File: src/rtl/mem_arb_pkg.sv
// Shared types and defaults for the fetch/data RAM arbiter.
// Optional statistics build: define MEM_ARB_STATS_EN.
package mem_arb_pkg;

  localparam int ADDR_W_DEF = 12;
  localparam int DATA_W_DEF = 16;
  localparam int STARVE_W   = 4;

  typedef enum logic [1:0] {
    IDLE,
    RD_IF,
    RD_DM,
    WR
  } arb_state_e;

endpackage

File: src/rtl/mem_arb_if.sv
// Requester + RAM bundle seen by the arbiter.
// slave: arbiter side; master: processor/RAM side.
interface mem_arb_if #(
  parameter int ADDR_W = mem_arb_pkg::ADDR_W_DEF,
  parameter int DATA_W = mem_arb_pkg::DATA_W_DEF
) ();

  logic              if_req;
  logic [ADDR_W-1:0] if_addr;
  logic              if_gnt;
  logic              if_rvalid;
  logic [DATA_W-1:0] if_rdata;

  logic              dm_req;
  logic              dm_rw;
  logic [ADDR_W-1:0] dm_addr;
  logic [DATA_W-1:0] dm_wdata;
  logic              dm_gnt;
  logic              dm_rvalid;
  logic [DATA_W-1:0] dm_rdata;

  logic [ADDR_W-1:0] m_addr;
  logic [DATA_W-1:0] m_data;
  logic              m_rw;
  logic [DATA_W-1:0] m_q;

  modport slave (
    input  if_req, if_addr,
    input  dm_req, dm_rw, dm_addr, dm_wdata,
    input  m_q,
    output if_gnt, if_rvalid, if_rdata,
    output dm_gnt, dm_rvalid, dm_rdata,
    output m_addr, m_data, m_rw
  );

  modport master (
    output if_req, if_addr,
    output dm_req, dm_rw, dm_addr, dm_wdata,
    output m_q,
    input  if_gnt, if_rvalid, if_rdata,
    input  dm_gnt, dm_rvalid, dm_rdata,
    input  m_addr, m_data, m_rw
  );

endinterface

File: src/rtl/mem_arb_starve_cnt.sv
// Saturating count of consecutive denied fetch cycles.
// at_max tells the arbiter fetch must win the next conflict.
module mem_arb_starve_cnt
  import mem_arb_pkg::*;
#(
  parameter int MAX = 3
) (
  input  logic clock,
  input  logic reset_n,
  input  logic inc,
  input  logic clr,
  output logic at_max
);

  localparam logic [STARVE_W-1:0] MAX_C = STARVE_W'(MAX);

  logic [STARVE_W-1:0] cnt;

  // count denials, hold at MAX, clear on grant or drop
  always_ff @(posedge clock or negedge reset_n) begin
    if (!reset_n) begin
      cnt <= '0;
    end else if (clr) begin
      cnt <= '0;
    end else if (inc && cnt != MAX_C) begin
      cnt <= cnt + 1'b1;
    end
  end

  assign at_max = (cnt == MAX_C);

endmodule

File: src/rtl/mem_arbiter.sv
// Single-port RAM arbiter: data port first, fetch protected by starvation guard.
// Optional build MEM_ARB_STATS_EN adds conflict/stall counters.
module mem_arbiter
  import mem_arb_pkg::*;
#(
  parameter int ADDR_W     = ADDR_W_DEF,
  parameter int DATA_W     = DATA_W_DEF,
  parameter int STARVE_MAX = 3
) (
  input  logic        clock,
  input  logic        reset_n,
  mem_arb_if.slave    bus
`ifdef MEM_ARB_STATS_EN
  ,
  output logic [15:0] stat_conflicts,
  output logic [15:0] stat_if_stall
`endif
);

  arb_state_e        state_q;
  arb_state_e        state_d;
  logic              if_gnt;
  logic              dm_gnt;
  logic              if_rvalid;
  logic              dm_rvalid;
  logic              at_max;
  logic              if_wait;
  logic [ADDR_W-1:0] addr_q;
  logic [ADDR_W-1:0] addr_d;

  mem_arb_starve_cnt #(
    .MAX (STARVE_MAX)
  ) u_starve (
    .clock   (clock),
    .reset_n (reset_n),
    .inc     (if_wait),
    .clr     (!if_wait),
    .at_max  (at_max)
  );

  // record which access went to the RAM this cycle
  always_ff @(posedge clock or negedge reset_n) begin
    if (!reset_n) begin
      state_q <= IDLE;
      addr_q  <= '0;
    end else begin
      state_q <= state_d;
      addr_q  <= addr_d;
    end
  end

  // grant, next access record and read-valid decode
  always_comb begin
    if_gnt    = 1'b0;
    dm_gnt    = 1'b0;
    state_d   = IDLE;
    if_rvalid = 1'b0;
    dm_rvalid = 1'b0;
    if (reset_n) begin
      if (bus.dm_req && !(bus.if_req && at_max)) begin
        dm_gnt = 1'b1;
      end else if (bus.if_req) begin
        if_gnt = 1'b1;
      end
    end
    unique case (1'b1)
      if_gnt:                 state_d = RD_IF;
      (dm_gnt && bus.dm_rw):  state_d = WR;
      (dm_gnt && !bus.dm_rw): state_d = RD_DM;
      default:                state_d = IDLE;
    endcase
    unique case (state_q)
      RD_IF:   if_rvalid = 1'b1;
      RD_DM:   dm_rvalid = 1'b1;
      default: ;
    endcase
  end

  assign if_wait = bus.if_req && !if_gnt;
  assign addr_d  = if_gnt ? bus.if_addr :
                   dm_gnt ? bus.dm_addr : addr_q;

  assign bus.if_gnt    = if_gnt;
  assign bus.dm_gnt    = dm_gnt;
  assign bus.if_rvalid = if_rvalid;
  assign bus.dm_rvalid = dm_rvalid;
  assign bus.if_rdata  = bus.m_q;
  assign bus.dm_rdata  = bus.m_q;
  assign bus.m_addr    = addr_d;
  assign bus.m_rw      = dm_gnt && bus.dm_rw;
  assign bus.m_data    = (dm_gnt && bus.dm_rw) ? bus.dm_wdata : '0;

`ifdef MEM_ARB_STATS_EN
  // saturating conflict and fetch-stall counters
  always_ff @(posedge clock or negedge reset_n) begin
    if (!reset_n) begin
      stat_conflicts <= '0;
      stat_if_stall  <= '0;
    end else begin
      if (bus.if_req && bus.dm_req && stat_conflicts != 16'hFFFF)
        stat_conflicts <= stat_conflicts + 16'd1;
      if (if_wait && stat_if_stall != 16'hFFFF)
        stat_if_stall <= stat_if_stall + 16'd1;
    end
  end
`endif

endmodule
File: src/flat_wrapper.sv
// flat-port wrapper written by rule: the top's interface ports become plain ports
module mem_arbiter_flat import mem_arb_pkg::*;
#(
  parameter int ADDR_W     = ADDR_W_DEF,
  parameter int DATA_W     = DATA_W_DEF,
  parameter int STARVE_MAX = 3
)
  (clock, reset_n, bus_if_req, bus_if_addr, bus_dm_req, bus_dm_rw, bus_dm_addr, bus_dm_wdata, bus_m_q, bus_if_gnt, bus_if_rvalid, bus_if_rdata, bus_dm_gnt, bus_dm_rvalid, bus_dm_rdata, bus_m_addr, bus_m_data, bus_m_rw);
  mem_arb_if #(.ADDR_W(ADDR_W), .DATA_W(DATA_W)) bus_i ();
  input  logic clock;
  input  logic reset_n;
  input wire logic [$bits(bus_i.if_req)-1:0] bus_if_req;
  input wire logic [$bits(bus_i.if_addr)-1:0] bus_if_addr;
  input wire logic [$bits(bus_i.dm_req)-1:0] bus_dm_req;
  input wire logic [$bits(bus_i.dm_rw)-1:0] bus_dm_rw;
  input wire logic [$bits(bus_i.dm_addr)-1:0] bus_dm_addr;
  input wire logic [$bits(bus_i.dm_wdata)-1:0] bus_dm_wdata;
  input wire logic [$bits(bus_i.m_q)-1:0] bus_m_q;
  output wire logic [$bits(bus_i.if_gnt)-1:0] bus_if_gnt;
  output wire logic [$bits(bus_i.if_rvalid)-1:0] bus_if_rvalid;
  output wire logic [$bits(bus_i.if_rdata)-1:0] bus_if_rdata;
  output wire logic [$bits(bus_i.dm_gnt)-1:0] bus_dm_gnt;
  output wire logic [$bits(bus_i.dm_rvalid)-1:0] bus_dm_rvalid;
  output wire logic [$bits(bus_i.dm_rdata)-1:0] bus_dm_rdata;
  output wire logic [$bits(bus_i.m_addr)-1:0] bus_m_addr;
  output wire logic [$bits(bus_i.m_data)-1:0] bus_m_data;
  output wire logic [$bits(bus_i.m_rw)-1:0] bus_m_rw;
  assign bus_i.if_req = bus_if_req;
  assign bus_i.if_addr = bus_if_addr;
  assign bus_i.dm_req = bus_dm_req;
  assign bus_i.dm_rw = bus_dm_rw;
  assign bus_i.dm_addr = bus_dm_addr;
  assign bus_i.dm_wdata = bus_dm_wdata;
  assign bus_i.m_q = bus_m_q;
  assign bus_if_gnt = bus_i.if_gnt;
  assign bus_if_rvalid = bus_i.if_rvalid;
  assign bus_if_rdata = bus_i.if_rdata;
  assign bus_dm_gnt = bus_i.dm_gnt;
  assign bus_dm_rvalid = bus_i.dm_rvalid;
  assign bus_dm_rdata = bus_i.dm_rdata;
  assign bus_m_addr = bus_i.m_addr;
  assign bus_m_data = bus_i.m_data;
  assign bus_m_rw = bus_i.m_rw;
  mem_arbiter #(.ADDR_W(ADDR_W), .DATA_W(DATA_W), .STARVE_MAX(STARVE_MAX)) u_core (.clock(clock), .reset_n(reset_n), .bus(bus_i));
endmodule
File: config.mk
export PLATFORM = sky130hd
export DESIGN_NAME = mem_arbiter_flat
export DESIGN_NICKNAME = d
export VERILOG_FILES = /design/src/rtl/mem_arb_pkg.sv /design/src/rtl/mem_arb_if.sv /design/src/rtl/mem_arb_starve_cnt.sv /design/src/rtl/mem_arbiter.sv /design/src/flat_wrapper.sv
export SDC_FILE = /design/constraint.sdc
export NUM_CORES = 1
export LEC_CHECK = 0
export CAP_MARGIN = 0
export CORE_UTILIZATION = 34
export DETAILED_ROUTE_END_ITERATION = 12
export GPL_ROUTABILITY_DRIVEN = 1
export PLACE_DENSITY = 0.95
export SLEW_MARGIN = 5
export SYNTH_ARGS = -nofsm -noshare
export SYNTH_HDL_FRONTEND = slang
export SYNTH_SLANG_ARGS = --single-unit
File: constraint.sdc
create_clock -name clock -period 3.6 [get_ports clock]
set_clock_uncertainty 0.15 [all_clocks]
set_input_delay 0.54 -clock clock [delete_from_list [all_inputs] [get_ports clock]]
set_output_delay 0.54 -clock clock [all_outputs]
set_load 0.01 [all_outputs]
After elaboration in Yosys (flattened, before gate mapping)

Index checks and enable logic that the tools add are counted.

Multiplexer cells: 13
Equality and inequality tests: 5
Reduce and logical (&&, ||, !) cells: 9
Add/sub/neg operators: 1

Operators with widths:

| cell                                          | count |
|---|---|
| 2-to-1 mux 12 bit                             | 2 |
| 2-to-1 mux 16 bit                             | 1 |
| 2-to-1 mux 4 bit                              | 2 |
| 2-to-1 mux 1 bit                              | 7 |
| logical AND 1 bit                             | 6 |
| case mux 2 bit (3 select lines)               | 1 |
| adder 4 x 1 -> 4 bit, second input constant   | 1 |
| == test 4 x 2 -> 1 bit, second input constant | 1 |
| != test 4 x 2 -> 1 bit, second input constant | 1 |
| zero test 1 bit                               | 3 |
| == test 2 x 1 -> 1 bit, second input constant | 1 |
| == test 2 bit, second input constant          | 1 |
| != test 2 x 1 -> 1 bit, second input constant | 1 |

Logic and storage cells: 31
Output and inout bits: 65
Register bits: 18
Input bits: 61

Depth between registers and ports, before layout

Depth in word-level cells: 11
Depth in mapped cells: 6
Gate-level depth less buffers: 4

Cells and area by module

A second synthesis with hierarchy kept.

Cells, all modules: 127
Area total of the unflattened synthesis: 1,290.0 sq um

Modules (own cells, without submodules):

| module             | sequential area each (sq um) | cells an instance | area an instance (sq um) | times used |
|---|---|---|---|---|
| mem_arbiter        | 350.3                        | 107               | 1,068.5                  | 1 |
| mem_arb_starve_cnt | 100.1                        | 20                | 221.5                    | 1 |

Least setup slack after synthesis

No wires, ideal clock.

Kind: reg-to-output
Start point: register u_core.u_starve.cnt[0]
End point: output port bus_m_addr[10]
Arrival time: 1.779 ns
Cell stages (with the launch flop): 7
Path slack: 1.131 ns
Data required time: 2.910 ns
Buffers on the path: 2
Cells stage by stage: dfrtp_1 ha_1 or3b_1 buf_6 a21oi_4 buf_12 mux2i_1

Elaborated cells on any way between the ends: 10
Those cells by class: eq/ne (1); mux (6); reduce/logical (3)

RTL lines:

| what                   | RTL line                 | text |
|---|---|---|
| from (decl)            | mem_arb_starve_cnt.sv:17 | `logic [STARVE_W-1:0] cnt;` |
| from (signal assigned) | mem_arb_starve_cnt.sv:26 | `cnt <= cnt + 1'b1;` |
| == test 4 x 2 -> 1 bit | mem_arb_starve_cnt.sv:30 | `assign at_max = (cnt == MAX_C);` |
| logical AND 1 bit      | mem_arbiter.sv:60        | `if (bus.dm_req && !(bus.if_req && at_max)) begin` |
| zero test 1 bit        | mem_arbiter.sv:60        |  |
| logical AND 1 bit      | mem_arbiter.sv:60        |  |
| 2-to-1 mux 1 bit       | mem_arbiter.sv:60        |  |
| 2-to-1 mux 1 bit       | mem_arbiter.sv:59        | `if (reset_n) begin` |
| named net bus_if_gnt   | flat_wrapper.sv:19       | `output wire logic [$bits(bus_i.if_gnt)-1:0] bus_if_gnt;` |
| 2-to-1 mux 12 bit      | mem_arbiter.sv:80        | `assign addr_d = if_gnt ? bus.if_addr :` |
| to (decl)              | flat_wrapper.sv:25       | `output wire logic [$bits(bus_i.m_addr)-1:0] bus_m_addr;` |

The timed path passes the listed nets, and every way through them passes these cells.

Worst setup path in the final report

Start point: input port bus_if_req
End point: output port bus_m_data[5]

Cells in the longest elaborated chain, start to end: 7

Ends and longest elaborated chain:

| what              | RTL line           | text |
|---|---|---|
| from (decl)       | flat_wrapper.sv:12 | `input wire logic [$bits(bus_i.if_req)-1:0] bus_if_req;` |
| logical AND 1 bit | mem_arbiter.sv:60  |  |
| zero test 1 bit   | mem_arbiter.sv:60  |  |
| logical AND 1 bit | mem_arbiter.sv:60  |  |
| 2-to-1 mux 1 bit  | mem_arbiter.sv:60  |  |
| 2-to-1 mux 1 bit  | mem_arbiter.sv:59  |  |
| logical AND 1 bit | mem_arbiter.sv:91  | `assign bus.m_data = (dm_gnt && bus.dm_rw) ? bus.dm_wdata : '0;` |
| 2-to-1 mux 16 bit | mem_arbiter.sv:91  |  |
| to (decl)         | flat_wrapper.sv:26 | `output wire logic [$bits(bus_i.m_data)-1:0] bus_m_data;` |

Every way passes these cells.

==> results.json <==
{
  "status": "finished, final reports clean",
  "antenna_found_initial": 0,
  "dp_slack_ps": 91.4,
  "grt_pass1_vias": 1157,
  "drtPass1Iterations": 4,
  "cpMostUsedCell": "clkdlybuf4s50_1",
  "netlist_top_cells_count": "32 x buf_4, 28 x and3_1, 18 x dfrtp_1",
  "final.period_utilization": 0.909,
  "die_h_um": 67.5,
  "rrSetupSlack_ps": 1600,
  "cp_cell_sequence": "clkdlybuf4s50_1 > and4bb_2 > nor2_2 > and3_1 > clkdlybuf4s50_1",
  "cts-htree-levels": 1,
  "path_clk_slew_ps": 60,
  "fin_setup_tns_ps": 0,
  "drtAntennaViolNets": 0,
  "ff2ff_path_depth": 5,
  "ios": 126,
  "place.gp.congestion": 0.822,
  "cpPeakStageDelay_ps": 540,
  "diodes": 0,
  "cp-start-kind": "primary input",
  "cts_buffers": 3,
  "ys_seq_elements": 18,
  "area_growth_pct": 42.4,
  "crit_type": "primary input to output pin",
  "critPathMaxFanout": 19,
  "start_util": 0.360,
  "port_buffers": 77,
  "synth_edf_count": 0,
  "top_usage_layer": "met2",
  "reg2reg_to": "u_core.addr_q[8]",
  "synth_area_um2": 1460,
  "grt.met2_usage": 0.270,
  "arrival_ps": 2580,
  "wl_per_cell_um": 13.5,
  "num_rows": 23,
  "fmax_mhz": 305,
  "drive_gt1_frac": 0.0628,
  "worst_pin_slew_ps": 594,
  "worstPathRequired_ps": 2910,
  "core_um2": 4060,
  "vias": 1252,
  "cts.path.max_buffers": 2,
  "min_period_ps": 3270,
  "worst_path_max_delay_cell": "clkdlybuf4s50_1",
  "ir_drop_uv": 173,
  "setup_viol": 0,
  "layout.nets": 271,
  "rsz0062_at_grt": "no",
  "hpwlAfterDp_mm": 2.64,
  "async_reset_ff_frac": 1.00,
  "syn-num-nets": 225,
  "postCtsSetupRepairBufs": 0,
  "drc_errors": 0,
  "synth.most_common_cell": "buf_4",
  "clk_latency_ps": 250,
  "dieWidth_um": 67.5,
  "tritoncts": "yes",
  "dieArea_um2": 4560,
  "maxCapViolCount": 0,
  "grt-ovfl-total": 0,
  "cts_hold_buffers": 0,
  "grtUsageMet3": 0.0456,
  "yosysSeqAreaShare": 0.309,
  "drt-total-wl_mm": 3.47,
  "layout_setup_ws_ps": 326,
  "grt_max_degree": 29,
  "worstHoldPathType": "primary input to asynchronous set/reset pin",
  "yosysUniqueCellTypes": 27,
  "synthCells": 163,
  "yosysWarningCount": 0,
  "root_buffer": "clkbuf_8",
  "timing_hold_violations_final": 0,
  "crit_path_end_kind": "output pin",
  "synth_largest_area_cell": "dfrtp_1",
  "cts_sinks": 18,
  "post_drt_via_cell_ratio": 4.87,
  "grtUsageTotal": 0.151,
  "syn_avg_cell_area_um2": 8.95,
  "final_max_slew_viol_count": 0,
  "ys_top_cells_by_area": "dfrtp_1 31%, buf_4 16%, and3_1 12%",
  "r2r_start": "u_core.u_starve.cnt[0]",
  "initialDrtViolationCount": 13,
  "slew_headroom": 0.604,
  "p_leak_uw": 0.000950,
  "synth_flop_cell": "dfrtp_1",
  "p_per_area_nw_per_um2": 301,
  "use_met1": 0.165,
  "grt_pass1_wl_mm": 5.14,
  "synth_top_area_frac": 0.309
}
[kinds of logic (layout without fill, tap and decap cells)]
| logic type | after synthesis | in the layout | synth area share |
|---|---|---|---|
| DFF | 18 | 18 | 0.309 |
| adders and majority gates | 1 | 1 | 0.00857 |
| muxes | 14 | 14 | 0.0969 |
| xor gates and xnor gates | 2 | 2 | 0.0120 |
| AOI/OAI and AO/OA | 29 | 29 | 0.150 |
| buffers and inverters | 55 | 99 | 0.242 |
| and+or+nand+nor | 44 | 44 | 0.182 |
[layout by cell type (no fill, tap or decap), drive strengths merged]
master / count
clkdlybuf4s50: 77
xor2: 1
nand2: 4
nand3: 1
and3: 28
xnor2: 1
nand4: 1
a21oi: 1
o21ai: 3
a21o: 1
and4bb: 1
mux2i: 13
nand4b: 1
buf: 6
and2: 1
nor2b: 2
a211oi: 12
nor2: 4
clkbuf: 3
inv: 13
a21boi: 12
dfrtp: 18
mux2: 1
ha: 1
or3b: 1
[layout make-up]
cell class / count / area (um^2)
fill: 385 / 1980
inverter: 13 / 48.8
clock buffer: 3 / 41.3
multi-input combinational: 90 / 658
sequential: 18 / 450
tap: 50 / 62.6
timing repair buffer: 83 / 816
[power breakdown]
group / switching (uW) / internal [uW] / total (uW)
logic: 97.5 / 145 / 243
clock network: 61.5 / 74.2 / 136
registers: 15.0 / 232 / 247
[stage by stage]
stage	utilization	hold WS, ps	area, um^2	std cells	power, uW
floorplan	-	94.4	1460	163	396
CTS	0.511	365	2070	257	636
detailed placement	0.501	432	2030	254	495
finish	0.512	371	2080	257	626
global route	0.512	377	2080	257	671
global placement	0.501	413	2030	254	487
[sequential cells by signal, indices dropped and copies added (netlist names)]
name	count
u_core.addr_q	12
u_core.u_starve.cnt	4
u_core.state_q	2
[critical path, delay by kind of cell]
family | cells | cell delay [ps]
buffers and inverters | 2 | 1030
AND/OR/NAND/NOR | 3 | 1010
[routing by layer]
layer  up-vias  share of wire
met5         -              0
met4         0          0.013
met3         7          0.070
met2        45           0.52
met1       580           0.40
li1        620              -
[repair_timing]
| action | CTS | global route |
|---|---|---|
| endpoints found under the hold margin | 0 | 0 |
| setup endpoints to repair | 0 | 17 |
| gates resized for setup | 0 | 1 |
[how the worst max path moves through the flow]
stage | from | endpoint | slack, ps | cells past startpoint
finish | bus_if_req | bus_m_data[5] | 330 | 5
global route | u_core.u_starve.cnt[0] | bus_m_addr[2] | 190 | 6
CTS | bus_if_req | bus_m_data[5] | 80 | 5
detailed placement | bus_if_req | bus_m_data[5] | 90 | 5
global placement | bus_if_req | bus_m_data[5] | 170 | 5
floorplan | u_core.u_starve.cnt[0] | bus_m_addr[10] | 1130 | 6
Power figures use the tool's default switching activity.
